===== src/rtl/seq_match_prog.sv =====
// -----------------------------------------------------------------------------
// seq_match_prog
//
// Runtime-programmable serial pattern detector. A PAT_LEN-bit window of the
// incoming bit stream is compared against a loadable pattern. A per-bit care
// mask marks don't-care positions, and overlap mode selects whether a match
// may share bits with the next one. A match produces a registered one-cycle
// pulse on q and bumps a saturating match counter.
//
// Reset configuration detects "110x" with overlap enabled.
//
// Bit order: pat[PAT_LEN-1] is the first bit received and pat[0] the last.
// hist[0] always holds the newest bit.
//
// Ports
//   clk        in   1        clock, rising edge
//   rst        in   1        synchronous active-high reset (highest priority)
//   in         in   1        serial data bit
//   en         in   1        bit valid; `in` is consumed only when en=1
//   cfg_we     in   1        load cfg_pat/cfg_care/cfg_ovl, clear the window
//   cfg_pat    in   PAT_LEN  new pattern
//   cfg_care   in   PAT_LEN  new care mask (1 = compare)
//   cfg_ovl    in   1        new overlap mode
//   cnt_clr    in   1        clear the match counter
//   q          out  1        registered match pulse
//   match_cnt  out  CNT_W    saturating match count
//
// Handshake: there is no back-pressure. A bit is consumed on every rising
// edge where en=1 and cfg_we=0; q is a valid-style pulse with no ready.
// -----------------------------------------------------------------------------
module seq_match_prog #(
    parameter int                 PAT_LEN  = 4,
    parameter int                 CNT_W    = 8,
    parameter logic [PAT_LEN-1:0] RST_PAT  = 4'b1100,
    parameter logic [PAT_LEN-1:0] RST_CARE = 4'b1110,
    parameter logic               RST_OVL  = 1'b1
) (
    input  logic               clk,
    input  logic               rst,
    input  logic               in,
    input  logic               en,
    input  logic               cfg_we,
    input  logic [PAT_LEN-1:0] cfg_pat,
    input  logic [PAT_LEN-1:0] cfg_care,
    input  logic               cfg_ovl,
    input  logic               cnt_clr,
    output logic               q,
    output logic [CNT_W-1:0]   match_cnt
);

    localparam int               FW      = $clog2(PAT_LEN + 1);
    localparam logic [FW-1:0]    FULL    = FW'(PAT_LEN);
    localparam logic [CNT_W-1:0] CNT_MAX = '1;

    logic [PAT_LEN-1:0] hist_q, hist_d;
    logic [FW-1:0]      fill_q, fill_d;
    logic [PAT_LEN-1:0] pat_q, pat_d;
    logic [PAT_LEN-1:0] care_q, care_d;
    logic               ovl_q, ovl_d;
    logic               q_q, q_d;
    logic [CNT_W-1:0]   cnt_q, cnt_d;

    logic               consume;
    logic [PAT_LEN-1:0] hist_sh;
    logic [FW-1:0]      fill_inc;
    logic               match;

    // A configuration write wins over a same-cycle data bit.
    assign consume  = en & ~cfg_we;
    assign hist_sh  = {hist_q[PAT_LEN-2:0], in};
    assign fill_inc = (fill_q == FULL) ? fill_q : fill_q + FW'(1);
    assign match    = consume && (fill_inc == FULL) &&
                      (((hist_sh ^ pat_q) & care_q) == '0);

    always_comb begin
        hist_d = hist_q;
        fill_d = fill_q;
        pat_d  = pat_q;
        care_d = care_q;
        ovl_d  = ovl_q;
        q_d    = 1'b0;
        cnt_d  = cnt_q;

        if (cfg_we) begin
            pat_d  = cfg_pat;
            care_d = cfg_care;
            ovl_d  = cfg_ovl;
            hist_d = '0;
            fill_d = '0;
        end else if (en) begin
            hist_d = hist_sh;
            // Non-overlap mode restarts the fill so the next match needs a
            // completely fresh window.
            fill_d = (match && !ovl_q) ? '0 : fill_inc;
            q_d    = match;
        end

        // A same-cycle match survives the clear as a count of one.
        if (cnt_clr) begin
            cnt_d = match ? CNT_W'(1) : '0;
        end else if (match && (cnt_q != CNT_MAX)) begin
            cnt_d = cnt_q + CNT_W'(1);
        end
    end

    always_ff @(posedge clk) begin
        if (rst) begin
            hist_q <= '0;
            fill_q <= '0;
            pat_q  <= RST_PAT;
            care_q <= RST_CARE;
            ovl_q  <= RST_OVL;
            q_q    <= 1'b0;
            cnt_q  <= '0;
        end else begin
            hist_q <= hist_d;
            fill_q <= fill_d;
            pat_q  <= pat_d;
            care_q <= care_d;
            ovl_q  <= ovl_d;
            q_q    <= q_d;
            cnt_q  <= cnt_d;
        end
    end

    assign q         = q_q;
    assign match_cnt = cnt_q;

endmodule


===== config.mk =====
export PLATFORM = sky130hd
export DESIGN_NAME = seq_match_prog
export DESIGN_NICKNAME = d
export VERILOG_FILES = /design/src/rtl/seq_match_prog.sv
export SDC_FILE = /design/constraint.sdc
export NUM_CORES = 1
export LEC_CHECK = 0
export ABC_AREA = 1
export BUFFER_PORTS_ARGS = -buffer_cell sky130_fd_sc_hd__buf_4
export CORE_UTILIZATION = 55
export DETAILED_ROUTE_END_ITERATION = 16
export GPL_TIMING_DRIVEN = 1
export HOLD_SLACK_MARGIN = 0.06
export PLACE_DENSITY = 0.79
export SYNTH_ARGS = -nofsm -noshare
export SYNTH_HDL_FRONTEND = slang
export SYNTH_SLANG_ARGS = --single-unit

===== constraint.sdc =====
create_clock -name clk -period 3.5 [get_ports clk]
set_input_delay 0.525 -clock clk [delete_from_list [all_inputs] [get_ports clk]]
set_output_delay 0.525 -clock clk [all_outputs]
set_load 0.03 [all_outputs]

==> metrics.txt <==
Slew HR 0.772; RD Place Congestion 0.839; R2R depth 11; Compound-Gate Fraction of Synth Area 0.125; Fin. Hold Viols 0; worst skew pair latency 0.31 ns; Final period util 0.481; Final Total Pwr 0.479 mW; Synth top area share 0.374; total clock sinks 24; Num CTS Buffers 3; Synthesized Nets 189; drt first pass iters 4; most common cell after layout, fill and taps aside nand2_1; Setup violations, final 0; Layout area overhead 16.7%; Worst Hold Class in -> reg; post-CTS sizing 0; num rows 17; FF+latch count, synth 24; fill count 201; Synth Instances 171; mean post-synth cell area 7.52 µm²; Hold Startpoint cfg_care[3]; mapped cell area 1290 µm²; Routed Antenna Nets 0; drt initial violations 24; Clock Skew 0.00595 ns; Seq. cell area 480 µm²; CP Capture Type register; Post-CTS Setup Bufs 0; CTS tree done; via count 1162; critical path data required time 3.76 ns; commonest non-fill, non-tap cells in the layout 37 x nand2_1, 24 x dfxtp_1, 23 x buf_4, 20 x inv_1, 20 x nand3_1; Least-Margin Pin Slew 0.340 ns; clock slew at reported path FFs 0.13 ns; main combinational cell family by area after synthesis simple AND/OR/NAND/NOR gates; XOR/XNOR share of the synthesized area 0.0136; GRT Total Usage 0.226; Die W 50.4 µm; R2R Setup Slk 1.81 ns; Unique masters post-synth 27; adder-cell area share of the yosys netlist 0.0292; Multi-input gate area 704 µm²; simple-gate share of the synthesized area 0.380; Post-DP HPWL 1940 µm; mux share of post-synthesis cell area 0; Startpoint Class register; first-pass GRT wire length 4370 µm; Hold-fix buffers, CTS 0; CTS H-tree depth 1; drt total wl 2470 µm; Die Ht 50.4 µm; pre-CTS setup slack 1.84 ns; Avg WL per Cell 11.1 µm; Layout Cells excl Fill 223; area leader, netlist dfxtp_1; grt ovf 0; WHS 0.409 ns; Crit Path Class reg -> reg; dominant cells by area after synthesis dfxtp_1 37%, nand2_1 11%, nand3_1 7.8%; status complete, no violations; Die Area 2540 µm²; io pins 24; Antenna Cells 0; Max-Cap Viols 0; hold endpoint care_q[3]; Pleak 0.712 nW; vias in the first global route 1067; Pins Over Slew Limit 0; DP Cell Count 220; starting density of the core 0.581; RSZ-0062 raised after global routing no; final-stage net count 215; PortBufs 23; CORE AREA 2210 µm²; Post-Route Setup TNS 0 ns; root buf cell clkbuf_4; CTS Buffer Depth 2; f_max 593 MHz; DR vias/cell 5.21; yosys warns 0; initial antenna violation count 0; pwr dens 319 nW/µm²; Critical Path Fanout Max 7; CP arrival 1.94 ns; largest net degree at the start of global routing 13; fraction of the yosys area taken by sequential cells 0.374; Reg-to-Reg End match_cnt[3]; worst setup margin 1.81 ns; Worst VDD drop 0.208 mV; Hold Crit Depth 3; layout cells sized above 1 0.236; r2r startpoint fill_q[0]; Post-route DRC 0; min Tclk post-route 1.69 ns
[synthesized netlist by cell type, drive strengths merged]
master and number:
xor2 2, nand2 44, o21ai 12, nand3 21
nor2 18, clkbuf 1, nor3b 1, inv 21
buf 1, ha 3, clkinv 2, a21oi 14
nand4 3, nor3 1, o211ai 2, and3 1
dfxtp 24
[per-layer routing]
metal	up-vias	global-route usage	wire [µm]
met1	534	0.276	1190
met2	21	0.387	1180
met4	0	0.102	37
met3	4	0.0364	63
li1	603	-	-
met5	-	0	0
[how the worst max path moves through the flow]
stage / start / end / depth (start not counted) / slack [ns]
after floorplan: fill_q[0] / match_cnt[2] / 12 / 1.97
after global routing: fill_q[0] / match_cnt[2] / 12 / 1.63
after detailed placement: fill_q[0] / match_cnt[7] / 12 / 1.84
final: fill_q[0] / match_cnt[3] / 11 / 1.81
after global placement: fill_q[0] / match_cnt[3] / 11 / 1.94
after CTS: fill_q[0] / match_cnt[3] / 11 / 1.83
[stage by stage]
step	util	cell area (µm²)
floorplan	-	1290
global placement	0.669	1480
CTS	0.679	1500
finish	0.679	1500
detailed placement	0.669	1480
global route	0.679	1500
[logic make-up after synthesis]
logic type,Yosys count
xor gates and xnor gates,2
AOI/OAI and AO/OA,28
and+or+nand+nor,89
DFF,24
adders and majority gates,3
buffers and inverters,25
[where the power goes]
group	switching [mW]	internal [mW]	leakage, nW
combinational	0.0415	0.0273	0.502
clock	0.0805	0.0403	0.0138
sequential	0.00626	0.283	0.197
[registers in the layout, summed over array words and instances, names as in the netlist]
register,cells
match_cnt,8
hist_q,3
care_q,4
q,1
ovl_q,1
fill_q,3
pat_q,4
[worst max-delay path, cell delays in order (launching register included)]
cell	delay, ns
dfxtp_1	0.41
inv_1	0.07
ha_1	0.29
inv_1	0.06
nand2_1	0.08
nand2_4	0.10
nand2_4	0.06
nor2_8	0.14
nand3_4	0.14
nand2_4	0.10
nand2_1	0.07
a21oi_2	0.11
[area by class of cell]
| class | instances | share of cell area |
|---|---|---|
| repair buffers | 23 | 0.115 |
| flip-flops and latches | 24 | 0.320 |
| clock buffers | 3 | 0.0150 |
| multi-input cells | 122 | 0.469 |
| well taps | 28 | 0.0233 |
| inverters | 23 | 0.0575 |
(Power assumes the default switching activity.)
